[src/rtl/adaptive_perceptron.sv]
// Online-trainable perceptron: N_IN signed weights plus bias, serial accumulate, saturating learning rule.
// Latency: vector accepted at edge k -> pred_valid in cycle k+N_IN+1; one extra cycle when a weight update follows.
// Backpressure: in_ready only in IDLE; in_valid and weight writes outside IDLE are ignored (source must hold).
module adaptive_perceptron #(
  parameter int N_IN      = 8,
  parameter int W_WIDTH   = 10,
  parameter int ACC_WIDTH = 16,
  parameter int INIT_W    = 80,
  parameter int INIT_BIAS = -304,
  parameter int LR        = 16,
  localparam int AW       = $clog2(N_IN + 1)
) (
  input  logic                      clk,
  input  logic                      rst,
  input  logic                      in_valid,
  output logic                      in_ready,
  input  logic [N_IN-1:0]           x,
  input  logic                      train,
  input  logic                      label,
  output logic                      pred_valid,
  output logic                      predict,
  input  logic                      w_wr_en,
  input  logic [AW-1:0]             w_wr_addr,
  input  logic signed [W_WIDTH-1:0] w_wr_data,
  output logic                      busy
);

  localparam int IW = (N_IN > 1) ? $clog2(N_IN) : 1;
  localparam logic signed [W_WIDTH:0] SAT_MAX = (W_WIDTH+1)'((2 ** (W_WIDTH-1)) - 1);
  localparam logic signed [W_WIDTH:0] SAT_MIN = (W_WIDTH+1)'(-(2 ** (W_WIDTH-1)));
  localparam logic signed [W_WIDTH:0] STEP    = (W_WIDTH+1)'(LR);

  typedef enum logic [1:0] {S_IDLE, S_ACC, S_DECIDE, S_UPDATE} state_t;

  state_t                      state_q;
  logic signed [W_WIDTH-1:0]   w_q [N_IN];
  logic signed [W_WIDTH-1:0]   bias_q;
  logic signed [ACC_WIDTH-1:0] acc_q;
  logic signed [ACC_WIDTH-1:0] acc_d;
  logic [IW-1:0]               idx_q;
  logic [N_IN-1:0]             x_q;
  logic                        train_q;
  logic                        label_q;
  logic                        pred_valid_q;
  logic                        predict_q;
  logic signed [W_WIDTH-1:0]   w_upd [N_IN];
  logic signed [W_WIDTH-1:0]   bias_upd;
  logic                        wr_bias;

  // One learning step (+LR toward class 1, -LR toward class 0), clamped instead of wrapping.
  function automatic logic signed [W_WIDTH-1:0] sat_step(input logic signed [W_WIDTH-1:0] w,
                                                         input logic up);
    logic signed [W_WIDTH:0] s;
    s = up ? ((W_WIDTH+1)'(w) + STEP) : ((W_WIDTH+1)'(w) - STEP);
    if (s > SAT_MAX) begin
      return SAT_MAX[W_WIDTH-1:0];
    end else if (s < SAT_MIN) begin
      return SAT_MIN[W_WIDTH-1:0];
    end else begin
      return s[W_WIDTH-1:0];
    end
  endfunction

  assign wr_bias    = w_wr_en && (w_wr_addr == AW'(N_IN));
  assign in_ready   = (state_q == S_IDLE);
  assign busy       = (state_q != S_IDLE);
  assign pred_valid = pred_valid_q;
  assign predict    = predict_q;

  // Next accumulator value: add the current weight when its feature bit is set.
  always_comb begin
    acc_d = acc_q;
    if (x_q[idx_q]) begin
      acc_d = acc_q + ACC_WIDTH'(w_q[idx_q]);
    end
  end

  // Candidate post-training values for every weight and the bias, computed in parallel.
  always_comb begin
    for (int i = 0; i < N_IN; i++) begin
      w_upd[i] = sat_step(w_q[i], label_q);
    end
    bias_upd = sat_step(bias_q, label_q);
  end

  // Control FSM with weight storage, accumulator and registered outputs.
  always_ff @(posedge clk or posedge rst) begin
    if (rst) begin
      state_q      <= S_IDLE;
      for (int i = 0; i < N_IN; i++) begin
        w_q[i] <= W_WIDTH'(INIT_W);
      end
      bias_q       <= W_WIDTH'(INIT_BIAS);
      acc_q        <= '0;
      idx_q        <= '0;
      x_q          <= '0;
      train_q      <= 1'b0;
      label_q      <= 1'b0;
      pred_valid_q <= 1'b0;
      predict_q    <= 1'b0;
    end else begin
      pred_valid_q <= 1'b0;
      case (state_q)
        S_IDLE: begin
          if (w_wr_en) begin
            for (int i = 0; i < N_IN; i++) begin
              if (w_wr_addr == AW'(i)) begin
                w_q[i] <= w_wr_data;
              end
            end
          end
          if (wr_bias) begin
            bias_q <= w_wr_data;
          end
          if (in_valid) begin
            x_q     <= x;
            train_q <= train;
            label_q <= label;
            // A same-edge bias write must seed the sum, so bypass the old register.
            acc_q   <= wr_bias ? ACC_WIDTH'(w_wr_data) : ACC_WIDTH'(bias_q);
            idx_q   <= '0;
            state_q <= S_ACC;
          end
        end
        S_ACC: begin
          acc_q <= acc_d;
          if (idx_q == IW'(N_IN - 1)) begin
            // Decision is registered here so predict and pred_valid appear together in DECIDE.
            pred_valid_q <= 1'b1;
            predict_q    <= ~acc_d[ACC_WIDTH-1];
            state_q      <= S_DECIDE;
          end else begin
            idx_q <= idx_q + 1'b1;
          end
        end
        S_DECIDE: begin
          if (train_q && (predict_q != label_q)) begin
            state_q <= S_UPDATE;
          end else begin
            state_q <= S_IDLE;
          end
        end
        S_UPDATE: begin
          for (int i = 0; i < N_IN; i++) begin
            if (x_q[i]) begin
              w_q[i] <= w_upd[i];
            end
          end
          bias_q  <= bias_upd;
          state_q <= S_IDLE;
        end
        default: state_q <= S_IDLE;
      endcase
    end
  end

endmodule

[config.mk]
export PLATFORM = sky130hd
export DESIGN_NAME = adaptive_perceptron
export DESIGN_NICKNAME = d
export VERILOG_FILES = /design/src/rtl/adaptive_perceptron.sv
export SDC_FILE = /design/constraint.sdc
export NUM_CORES = 1
export LEC_CHECK = 0
export ABC_AREA = 1
export CORE_MARGIN = 2
export CORE_UTILIZATION = 31
export CTS_CLUSTER_DIAMETER = 120
export DETAILED_ROUTE_END_ITERATION = 10
export PLACE_DENSITY = 0.5
export SYNTH_ARGS = -nofsm -noshare
export SYNTH_HDL_FRONTEND = slang
export SYNTH_SLANG_ARGS = --single-unit
[constraint.sdc]
create_clock -name clk -period 3.7 [get_ports clk]
set_input_delay 0.74 -clock clk [delete_from_list [all_inputs] [get_ports clk]]
set_output_delay 0.74 -clock clk [all_outputs]
set_load 0.02 [all_outputs]
-- Word-level counts from Yosys, hierarchy flattened
Cells that the tools add are included.
- add/subtract/negate cells: 20
- $mul: 0
- div/mod/pow operators: 0
- order comparisons: 20
- equality and inequality tests: 35
- shift-type cells: 0
- multiplexer cells: 65
- bitwise logic cells: 2
- reduce and logical (&&, ||, !) cells: 22
- operators with widths (operator ; number):
    10-bit 2-to-1 mux ; 37
    80-bit case mux with 2 select lines ; 1
    10-bit by 6-bit adder with 11-bit output (second input constant) ; 9
    11-bit by 10-bit greater-than comparator with 1-bit output (second input constant) ; 9
    11-bit by 10-bit less-than comparator with 1-bit output (second input constant) ; 9
    11-bit 2-to-1 mux ; 9
    10-bit by 6-bit subtractor with 11-bit output (second input constant) ; 9
    80-bit 2-to-1 mux ; 1
    16-bit 2-to-1 mux ; 3
    16-bit case mux with 2 select lines ; 1
    4-bit AND reduction ; 8
    10-bit binary-select mux with 3-bit select ; 1
    2-bit != test (second input constant) ; 12
    2-bit by 1-bit != test with 1-bit output (second input constant) ; 10
    10-bit case mux with 2 select lines ; 1
    16-bit by 10-bit adder with 16-bit output ; 1
    4-bit by 3-bit equality test with 1-bit output (second input constant) ; 4
    2-bit AND reduction ; 5
    4-bit by 2-bit equality test with 1-bit output (second input constant) ; 2
    2-bit case mux with 4 select lines ; 1
    2-bit 2-to-1 mux ; 3
    3-bit 2-to-1 mux ; 2
    3-bit case mux with 2 select lines ; 1
    3-bit AND reduction ; 2
    17 further kinds ; 23
- flip-flop bits (word level): 123
- latch bits: 0
- bits in writable memories: 0
- bits in read-only memories: 0
- input port bits: 28
- output and inout bits: 4
- word-level logic and storage cells: 182
- memories kept: 0

-- Logic depth before layout (Yosys ltp)
Gate-level depths: netlist (run 1).
- depth after elaboration: 7
- mapped depth: 20
- gate-level depth less buffers: 19

-- Least setup slack after synthesis (run 1)
OpenSTA, ideal clock, no wires.
- path type: register to register
- from: register label_q
- to: register bias_q[0]
- library setup time: 117 ps
- arrival: 2805 ps
- data required time: 3583 ps
- slack: 778 ps
- stages on the path, launching flop included: 14
- path buffers: 0
- clock period less this slack: 2922 ps
- path through: dfrtp_1 -> inv_1 -> ha_1 -> ha_1 -> nor3_1 -> nand3_1 -> nor2_1 -> nand2_1 -> nand2_1 -> nand2_2 -> nand2_2 -> nand2_2 -> nand2_1 -> nand2_1
- cells in the longest elaborated chain, start to end: 5
- elaborated cells between the ends (all ways): 6
- those cells by class: order compare: 2; mux: 4
- ends and longest elaborated chain (what ; RTL line ; source):
    start, declared ; 43 ; logic label_q;
    start signal, assigned ; 118 ; label_q <= label;
    11-bit 2-to-1 mux * ; 54 ; s = up ? ((W_WIDTH+1)'(w) + STEP) : ((W_WIDTH+1)'(w) - STEP);
    11-bit by 10-bit less-than comparator with 1-bit output ; 57 ; end else if (s < SAT_MIN) begin
    10-bit 2-to-1 mux ; 57 ;
    10-bit 2-to-1 mux * ; 55 ; if (s > SAT_MAX) begin
    10-bit case mux with 2 select lines * ; 103 ; case (state_q)
    end signal, assigned ; 93 ; bias_q <= W_WIDTH'(INIT_BIAS);
    end signal, assigned ; 113 ; bias_q <= w_wr_data;
    end signal, assigned ; 149 ; bias_q <= bias_upd;
    end, declared ; 37 ; logic signed [W_WIDTH-1:0] bias_q;
Mark *: on every way between the ends. The rest lies on a longest branch, timed or not.
A chain may end at the register's enable or synchronous reset.

-- Worst setup path after layout (run 1)
- from: register idx_q[0]
- to: register predict_q (netlist: predict)
- cells in the longest elaborated chain, start to end: 7
- elaborated cells between the ends (all ways): 11
- those cells by class: add/sub: 1; eq/ne: 1; mux: 6; bitwise: 2; reduce/logical: 1
- ends and longest elaborated chain (what ; RTL line ; source):
    start, declared ; 40 ; logic [IW-1:0] idx_q;
    start signal, assigned ; 133 ; idx_q <= idx_q + 1'b1;
    3-bit inverter with 4-bit output (not written as such) ; 74 ; acc_d = acc_q + ACC_WIDTH'(w_q[idx_q]);
    10-bit binary-select mux with 3-bit select ; 74 ;
    10-bit 2-to-1 mux (not written as such) (2 in a row) ; 74 ;
    16-bit by 10-bit adder with 16-bit output ; 74 ;
    16-bit 2-to-1 mux ; 73 ; if (x_q[idx_q]) begin
    1-bit inverter ; 130 ; predict_q <= ~acc_d[ACC_WIDTH-1];
    end signal, assigned ; 130 ;
    end, declared ; 45 ; logic predict_q;
Parallel ways exist; a longest one is shown, timed or not. The select of a mux whose other input is x is not followed.

==> results of run 1 <==
## through the flow
| stage | std cells | util, % | worst slack [ns] |
|---|---|---|---|
| 2_1_floorplan | 1519 | - | 0.778 |
| 3_3_place_gp | 1988 | 34.1 | 0.550 |
| 3_5_place_dp | 1988 | 34.1 | 0.538 |
| 4_1_cts | 2020 | 36.0 | 0.619 |
| 5_1_grt | 2020 | 36.0 | 0.300 |
| 6_report | 2020 | 36.0 | 0.542 |
## final cells by class
cell class	count	area (um^2)	area share (%)
multi-input cells	1201	6590	54.8
flip-flops and latches	123	3100	25.8
inverters	168	637	5.30
well taps	448	561	4.66
repair buffers	48	488	4.06
clock buffers	22	484	4.03
clock inverters	10	163	1.35
## layer usage
metal	GRT usage (%)	vias up	part of all wire, %
met3	3.07	58	4.5
met1	27.7	4748	47
li1	-	5094	-
met4	6.57	0	2.8
met2	32.8	264	46
met5	0	-	0
## synth_stat cells, types with 15 or more instances
| cell | instances |
|---|---|
| a2bb2oi_1 | 15 |
| o21ai_0 | 91 |
| nand3b_1 | 16 |
| dfrtp_1 | 103 |
| nand2_2 | 31 |
| ha_1 | 75 |
| inv_1 | 151 |
| inv_2 | 16 |
| nor2_1 | 136 |
| nand4_1 | 23 |
| o21ai_1 | 21 |
| nand2_1 | 437 |
| dfstp_2 | 20 |
| nand3_1 | 116 |
| a21oi_1 | 82 |
| nor3_1 | 24 |
## path summary, 6_finish.rpt
| kind | startpoint | endpoint | slack, ns | cells past startpoint |
|---|---|---|---|---|
| worst min register to register | w_q[20]$_DFFE_PP0P_ | w_q[20]$_DFFE_PP0P_ | 0.48 | 2 |
| worst max-delay path | idx_q[0]$_DFFE_PP0P_ | predict$_DFFE_PP0P_ | 0.54 | 17 |
| max in group asynchronous | rst | bias_q[4]$_DFFE_PP1P_ | 2.16 | 3 |
| min in group asynchronous | rst | w_q[47]$_DFFE_PP0P_ | 0.81 | 2 |
| worst min-delay path | w_q[20]$_DFFE_PP0P_ | w_q[20]$_DFFE_PP0P_ | 0.48 | 2 |
| worst max register to register | idx_q[0]$_DFFE_PP0P_ | predict$_DFFE_PP0P_ | 0.54 | 17 |
## sequential cells by signal, indices dropped and copies added, names as in the netlist
name	flops
w_q	80
acc_q	16
bias_q	10
x_q	8
idx_q	3
state_q	2
label_q	1
pred_valid	1
predict	1
train_q	1
## cell families (layout without fill, tap and decap cells)
family	Yosys count	in the layout
and+or+nand+nor	822	822
DFF	123	123
buffers and inverters	195	248
xor gates and xnor gates	23	23
adders and majority gates	85	85
AOI/OAI and AO/OA	271	271
## worst max-delay path: cells and delay by family (launching register included)
family	cells	cell delay, ns
and+or+nand+nor	9	0.94
buffers and inverters	3	0.48
AOI/OAI and AO/OA	4	0.81
DFF	1	0.47
adders and majority gates	1	0.36
## placed cells by master (no fill, tap or decap), types with 7 or more instances in the layout
cell,Yosys,routed
nor3_1,24,24
nor2_2,9,9
fa_1,10,10
ha_1,75,75
dfrtp_1,103,103
nand4_1,23,23
dfstp_2,20,20
xor2_1,10,10
inv_1,151,149
nand3b_1,16,16
buf_4,4,13
or2_1,11,11
nor2_1,136,136
nand3_1,116,116
clkdlybuf4s50_1,0,31
nand2_2,31,31
clkbuf_16,0,17
a31oi_1,11,11
a21oi_2,7,7
a2bb2oi_1,15,15
xnor2_1,13,13
o21ai_1,21,21
or2_2,9,9
o21ai_0,91,91
a21oi_1,82,82
inv_2,16,17
nand2_1,437,437
==> run summary, run 1 <==
The layout has 3661 filler cells. After detailed routing, the number of remaining DRC violations is 0. At the worst endpoint, the required time is 4.03 ns.

Clock-pin transition on the worst setup and hold timing paths: 0.06 ns. The setup skew after layout came out at 0.0137 ns. Among all stages on the critical path, the largest delay is contributed by dfrtp_1. The run gives 0 as the count of inserted antenna diode cells. Cell accounting for the most synthesized area: dfrtp_1. In this run the worst path has a maximum fanout of 34.

The critical path goes through buf_4 -> nor2_1 -> nor2_1 -> o21ai_0 -> a31oi_1 -> ha_1 -> nand2_1 -> inv_1 -> a21oi_1 -> nand2_1 -> nand2_1 -> nand2_1 -> inv_1 -> nand2_1 -> nand2_1 -> nand2_1 -> a31oi_1. The die covers 35200 um^2. Number of nets produced by synthesis: 1632. Setup repair after global routing left no endpoint under its margin. Gates resized during post-CTS repair numbered 0. STA classifies the critical path startpoint as a flip-flop.

The all-layer global routing usage is 20.3%, and the initial core utilization is 31.3%. Once detail routing completed, the nets flagged for antenna violations numbered 0. The flow ran to the end, and the final reports show no timing, DRC or antenna violations.

Maximum number of pins on one net before global-route repair: 36. Clock tree synthesis inserted a total of 17 buffers. The height of the die works out to 188 um. The total congestion overflow after global routing came out at 0. The most used flip-flop cell after synthesis is dfrtp_1. TritonCTS built the clock tree.

Proportion of layout cells with a drive suffix above 1: 10.4%. Hold is met by 0.475 ns. In this run the number of H-tree levels came out at 4. The logs give 0 for the number of buffers inserted for hold repair after clock tree synthesis and 0 for the count of endpoints failing setup in the final report. Counting flops and latches in the post-synthesis netlist gives 123. The relative max-transition margin was 47.5%; the design area was 12000 um^2. The tools report the largest buffer count on any clock path as 2. The tools report the number of antenna violations at the first check in global routing as 0. Routed length per placed instance: 17.3 um. Yosys attributes the largest share of cell area to dfrtp_1 (25%), nand2_1 (16%), ha_1 (9.0%). In this run the post-CTS setup repair buffer count came out at 0.

Yosys mapped the design onto 48 distinct sky130hd cell types. The routed design has 34.9 mm of wire. The synthesized-area fraction occupied by adder cells is 10.9%, and the post-detailed-placement half-perimeter wirelength is 26.4 mm.

The placement row count is 67. The first detailed-routing pass took 5 iterations. The min-delay analysis places its worst path in the category reg2reg. Element type at the critical path end: a flip-flop. Dividing the final minimum period by the clock period gives 85.4%.

The congestion estimate from routability-driven global placement came to 0.881. Compared with the post-synthesis result, the final layout area differs by 15.0%. The clock drives 123 sinks. The routed design could run at a clock period as short as 3.16 ns. After detailed routing, the number of vias per cell comes to 5.03. Number of warning messages in the yosys log: 0. The clock insertion delay at the later pin of the skew report is 0.43 ns, and the count of max-cap constraint violations is 0.

For the number of instances in the synthesized netlist, the log shows 1519. The synthesized netlist devotes 34.3% of its cell area to simple gates. After routing, the total negative slack on setup checks comes to 0 ns.

The largest single stage delay on the critical path is 0.47 ns. For this design the top-level I/O count stands at 32. The region available for standard cell placement spans 33400 um^2. The layout net count is 1672.

The count of flip-flops with a built-in enable after synthesis was 0. The mux share of post-synthesis cell area is 0%, and the die span in x is 188 um. A synthesized cell averages 6.88 um^2.

The post-synthesis share of cell area spent on xor and xnor gates was 1.93%. Summing the areas of all compound-gate instances in the mapped netlist gives 15.9% of the synthesized area. The number of pins exceeding their max-slew limit in the final report was 0; the post-synthesis instance area was 10500 um^2.

The routed layout has 10200 vias. The count of port buffers added during placement is 31, and the sequential fraction of the synthesis area is 29.7%. Share of async-settable or async-resettable flops after synthesis: 100%. For the pin with the worst max-slew slack, the measured transition is 0.786 ns.

The final count of hold timing violations came out at 0. Most prevalent standard cell on the critical path: nand2_1. After synthesis, the largest family of logic cells by area is simple AND/OR/NAND/NOR gates. For the placement-stage cell area, the log shows 11400 um^2.

For the number of global-route vias before repair, the log shows 9736. Data arrives at the worst endpoint at 3.49 ns. The first-pass GRT wire length was 55.2 mm. The worst setup path is of the reg2reg kind. The highest attainable clock frequency was 0.317 GHz.

After the first detailed-routing iteration, the DRC count stood at 876. The tree is rooted in a clkbuf_16. The synthesized design devotes to its leading area cell type 24.6% of total area.
Power of run 1 is left out: the tool's default activity adds up to more than one toggle a clock period on the data nets, which glitch-free logic cannot reach.
==> run 2, diff against run 1 <==
--- a/config.mk
+++ b/config.mk
@@ -5,12 +5,11 @@
 export SDC_FILE = /design/constraint.sdc
 export NUM_CORES = 1
 export LEC_CHECK = 0
-export ABC_AREA = 1
 export CORE_MARGIN = 2
-export CORE_UTILIZATION = 31
+export CORE_UTILIZATION = 25
 export CTS_CLUSTER_DIAMETER = 120
 export DETAILED_ROUTE_END_ITERATION = 10
-export PLACE_DENSITY = 0.5
+export PLACE_DENSITY = 0.43
 export SYNTH_ARGS = -nofsm -noshare
 export SYNTH_HDL_FRONTEND = slang
 export SYNTH_SLANG_ARGS = --single-unit
==> run summary, run 2 <==
The run finished with clean final reports. The share of async-settable or async-resettable flops after synthesis is 100% (unchanged). The run gives 0 (unchanged) as the number of warning messages in the yosys log.

The count of antenna-violating nets left after detailed routing came out at 0 (unchanged). The highest attainable clock frequency is 0.293 GHz (-7.3%). The source of the worst hold timing path is w_q[61]$_DFFE_PP0P_. The post-detailed-placement half-perimeter wirelength was 28.2 mm (+6.5%); the number of pins exceeding their max-slew limit in the final report was 0 (unchanged). On the critical path the largest part of the delay comes from compound AO/OA/AOI/OAI gates. The mux share of post-synthesis cell area works out to 10.4% (+10 points). The final count of hold timing violations came out at 0 (unchanged). The mean instance size in the synthesized netlist is 9.20 um^2 (+34%), and the DRC violation count after routing is 0 (unchanged). The signal on the critical path passes through buf_12 -> mux4_2 -> o21ai_0 -> ha_1 -> a211o_1 -> a21oi_1 -> a2111o_1 -> a211oi_2 -> or4_1 -> nand3_1.

The first-pass GRT wire length came out at 57.6 mm (+4.4%). The worst register-to-register path begins at idx_q[0]$_DFFE_PP0P_. The number of flip-flops under the largest register name came out at 80 (unchanged). The sum of met2 wire segment lengths after detailed routing was 17.7 mm (+11%). The sequential fraction of the synthesis area is 29.5% (-0.18 points), and the hold path depth is 2 (unchanged). Share of the clock period used by the worst path after layout: 92.1% (+6.8 points).

The run gives 25.2% (-6.2 points) as the initial core utilization. Highest layer used for signal routing: met4. For the number of sinks on the clock net, the log shows 123 (unchanged). The transition at the pin with the smallest max-transition slack was 1.00 ns (+0.216 ns). For the total wire length after detailed routing, the log shows 37.4 mm (+7.0%). Worst path buffer plus inverter count: 1 (-2). Leaving out fill and tap cells, the most frequent cells in the layout are dfrtp_1 (103), nor2_1 (86), nand2_1 (82). The run gives 17.5% (-2.8 points) as the all-layer global routing usage. The met3 wire length was 1.08 mm (-31%); the register bit total from synthesis was 123 (unchanged).

The synthesized-area fraction occupied by adder cells is 10.8% (-0.065 points). The height of the die came out at 209 um (+11%). The number of unique standard cell types used by synthesis is 81 (+69%).

The time the final worst path needs with I/O delays and setup works out to 3.41 ns (+0.250 ns). The count of port buffers added during placement was 31 (unchanged). The tools report the nature of the critical path startpoint as a flip-flop. The tools report the detailed-routing iteration count for the pre-antenna-repair pass as 6 (+1).

Setup repair after global routing left no endpoint under its margin. Ranked by total cell area, the synthesized netlist is headed by dfrtp_1 (25%), ha_1 (8.9%), dfstp_2 (5.0%). The tools report the total congestion overflow after global routing as 0 (unchanged).

The start-to-end type of the worst setup path was reg2reg. The compound-gate portion of the synthesized area was 24.5% (+8.6 points). The count of endpoints failing setup in the final report was 0 (unchanged); the share of the synthesized area in the top cell type was 24.5% (-0.15 points). The main combinational cell family by area after synthesis was compound AO/OA/AOI/OAI gates.

The die span in x is 209 um (+11%). The tools report the layout net count as 1305 (-22%). For this design, the slowest cell found on the critical path is mux4_2. The arrival time at the worst endpoint is 3.78 ns (+0.29 ns), and the maximum single-stage delay on the critical path is 0.51 ns (+0.04 ns).

The cell sitting at the root of the clock tree is a clkbuf_16. The post-synthesis share of cell area spent on xor and xnor gates was 3.25% (+1.3 points). Cell accounting for the most synthesized area: dfrtp_1. The count of flip-flops with a built-in enable after synthesis works out to 0 (unchanged).

TritonCTS built the clock tree. In the final layout, the registers with the most flip-flops are w_q x80, acc_q x16, bias_q x10. For the number of instances in the synthesized netlist, the log shows 1143 (-25%). The layout-stage area growth over the synthesis result works out to 16.2%.

The maximum fanout along the worst path came out at 20 (-41%). The relative max-transition margin was 32.1% (-15 points); the clock-pin transition on the worst setup and hold timing paths was 0.06 ns (about the same). Post-synthesis instance area: 10500 um^2 (+0.60%).

The clock insertion delay at the later pin of the skew report was 0.44 ns (about the same). Ranked by flip-flop count, first place goes to w_q. The routed length per placed instance is 21.4 um (+24%), and the worst-case reg-to-reg path depth is 10 (-7).

For the number of fillers in the final layout, the log shows 4371 (+19%). The placement row count was 75 (+12%); the maximum number of pins on one net before global-route repair was 124 (+240%). The number of DRC violations after detailed-routing iteration 0 is 634 (-28%).

The run gives 0 (unchanged) as the count of max-cap constraint violations. In this run the critical register-to-register path is captured at predict$_DFFE_PP0P_. The element type at the critical path end was a flip-flop.

The cell with the most instances after synthesis was dfrtp_1. The path length in cells of the critical path works out to 10 (-7). The run gives 4 (unchanged) as the maximum level of the CTS H-tree.

Average via count per standard cell: 5.35 (+6.3%). The proportion of layout cells with a drive suffix above 1 works out to 13.5% (+3.1 points). The critical path required time is 4.07 ns (+0.04 ns), and the number of antenna violations at the first check in global routing is 2 (+2). The most used flip-flop cell after synthesis is dfrtp_1. The setup total negative slack was 0 ns (unchanged). The synthesized-area fraction occupied by and/or/nand/nor cells is 17.2% (-17 points). For the number of nets produced by synthesis, the log shows 1256 (-23%). Ranked by instance count, the synthesized netlist is headed by dfrtp_1 (103), nor2_1 (87), nand2_1 (82), ha_1 (75), inv_1 (68). The die area was 43700 um^2 (+24%). The largest buffer count on any clock path came out at 2 (unchanged). The logs give 41800 um^2 (+25%) for the area of the core region and 17 (unchanged) for the number of buffers inserted during clock tree synthesis. Routed length on met1: 18.0 mm (+9.4%).

The logs give 9260 (-4.9%) for the number of global-route vias before repair and 32 (unchanged) for the number of placed I/O pins. For the total via count in the routed design, the log shows 9335 (-8.2%). The path with the worst hold slack has its endpoint at w_q[61]$_DFFE_PP0P_.

The min-delay analysis places its worst path in the category reg2reg. The tools report the setup skew after layout as 0.0148 ns (+0.00113 ns). The library cell used most frequently in the layout, excluding fill and tap cells, is dfrtp_1. The slack of the worst reg-to-reg path was 0.29 ns (-0.25 ns). Placer congestion estimate: 0.826 (-6.3%).
run 2: metrics by stage:
stage / setup WS, ns / util, % / instance area, um^2 / cells / hold slack [ns]
2_1_floorplan: 0.0636 / - / 10500 / 1143 / 0.463
3_3_place_gp: 0.292 / 27.9 / 11700 / 1712 / 0.489
3_5_place_dp: 0.300 / 27.9 / 11700 / 1712 / 0.498
4_1_cts: 0.277 / 29.3 / 12200 / 1744 / 0.511
5_1_grt: 0.0246 / 29.3 / 12200 / 1744 / 0.520
6_report: 0.292 / 29.3 / 12200 / 1745 / 0.506
run 2: tightest hold or removal path: stages, from the launching register on:
cell and delay, ns:
dfrtp_1 0.34, mux2i_1 0.07, o311ai_1 0.06
run 2: logic make-up after synthesis:
kind of cell / count (synthesis)
compound gates: 356
simple gates: 354
flops: 123
buf+inv: 108
fa+ha+maj: 85
mux: 78
xor+xnor: 39
run 2: layout make-up:
| class | count | area, um^2 | area share, % |
|---|---|---|---|
| multi-input combinational | 912 | 6970 | 57.0 |
| sequential | 123 | 3100 | 25.4 |
| tap | 539 | 674 | 5.52 |
| timing repair buffer | 70 | 641 | 5.24 |
| clock buffer | 18 | 439 | 3.59 |
| inverter | 68 | 259 | 2.12 |
| clock inverter | 14 | 134 | 1.09 |
| antenna | 1 | 2.50 | 0.0205 |
run 2: repair_timing:
| item | CTS | global route |
|---|---|---|
| setup buffers | 0 | 0 |
| hold buffers | 0 | 0 |
| gates resized for setup | 0 | 1 |
| endpoints found under the setup margin | 0 | 1 |
run 2: worst max-delay path by stage:
stage / start / to / slack (ns)
6_report: idx_q[0]$_DFFE_PP0P_ / predict$_DFFE_PP0P_ / 0.29
5_1_grt: idx_q[0]$_DFFE_PP0P_ / predict$_DFFE_PP0P_ / 0.02
4_1_cts: w_q[54]$_DFFE_PP1P_ / acc_q[12]$_DFFE_PP0P_ / 0.28
3_5_place_dp: w_q[54]$_DFFE_PP1P_ / acc_q[12]$_DFFE_PP0P_ / 0.30
3_3_place_gp: w_q[54]$_DFFE_PP1P_ / acc_q[12]$_DFFE_PP0P_ / 0.29
2_1_floorplan: idx_q[1]$_DFFE_PP0P_ / acc_q[12]$_DFFE_PP0P_ / 0.06
run 2: metal layers:
metal | GRT usage, % | vias to the layer above
met5 | 0 | -
met4 | 4.80 | 0
met3 | 2.36 | 33
met2 | 28.6 | 161
met1 | 24.1 | 4659
li1 | - | 4482
Power of run 2 is left out for the same reason.
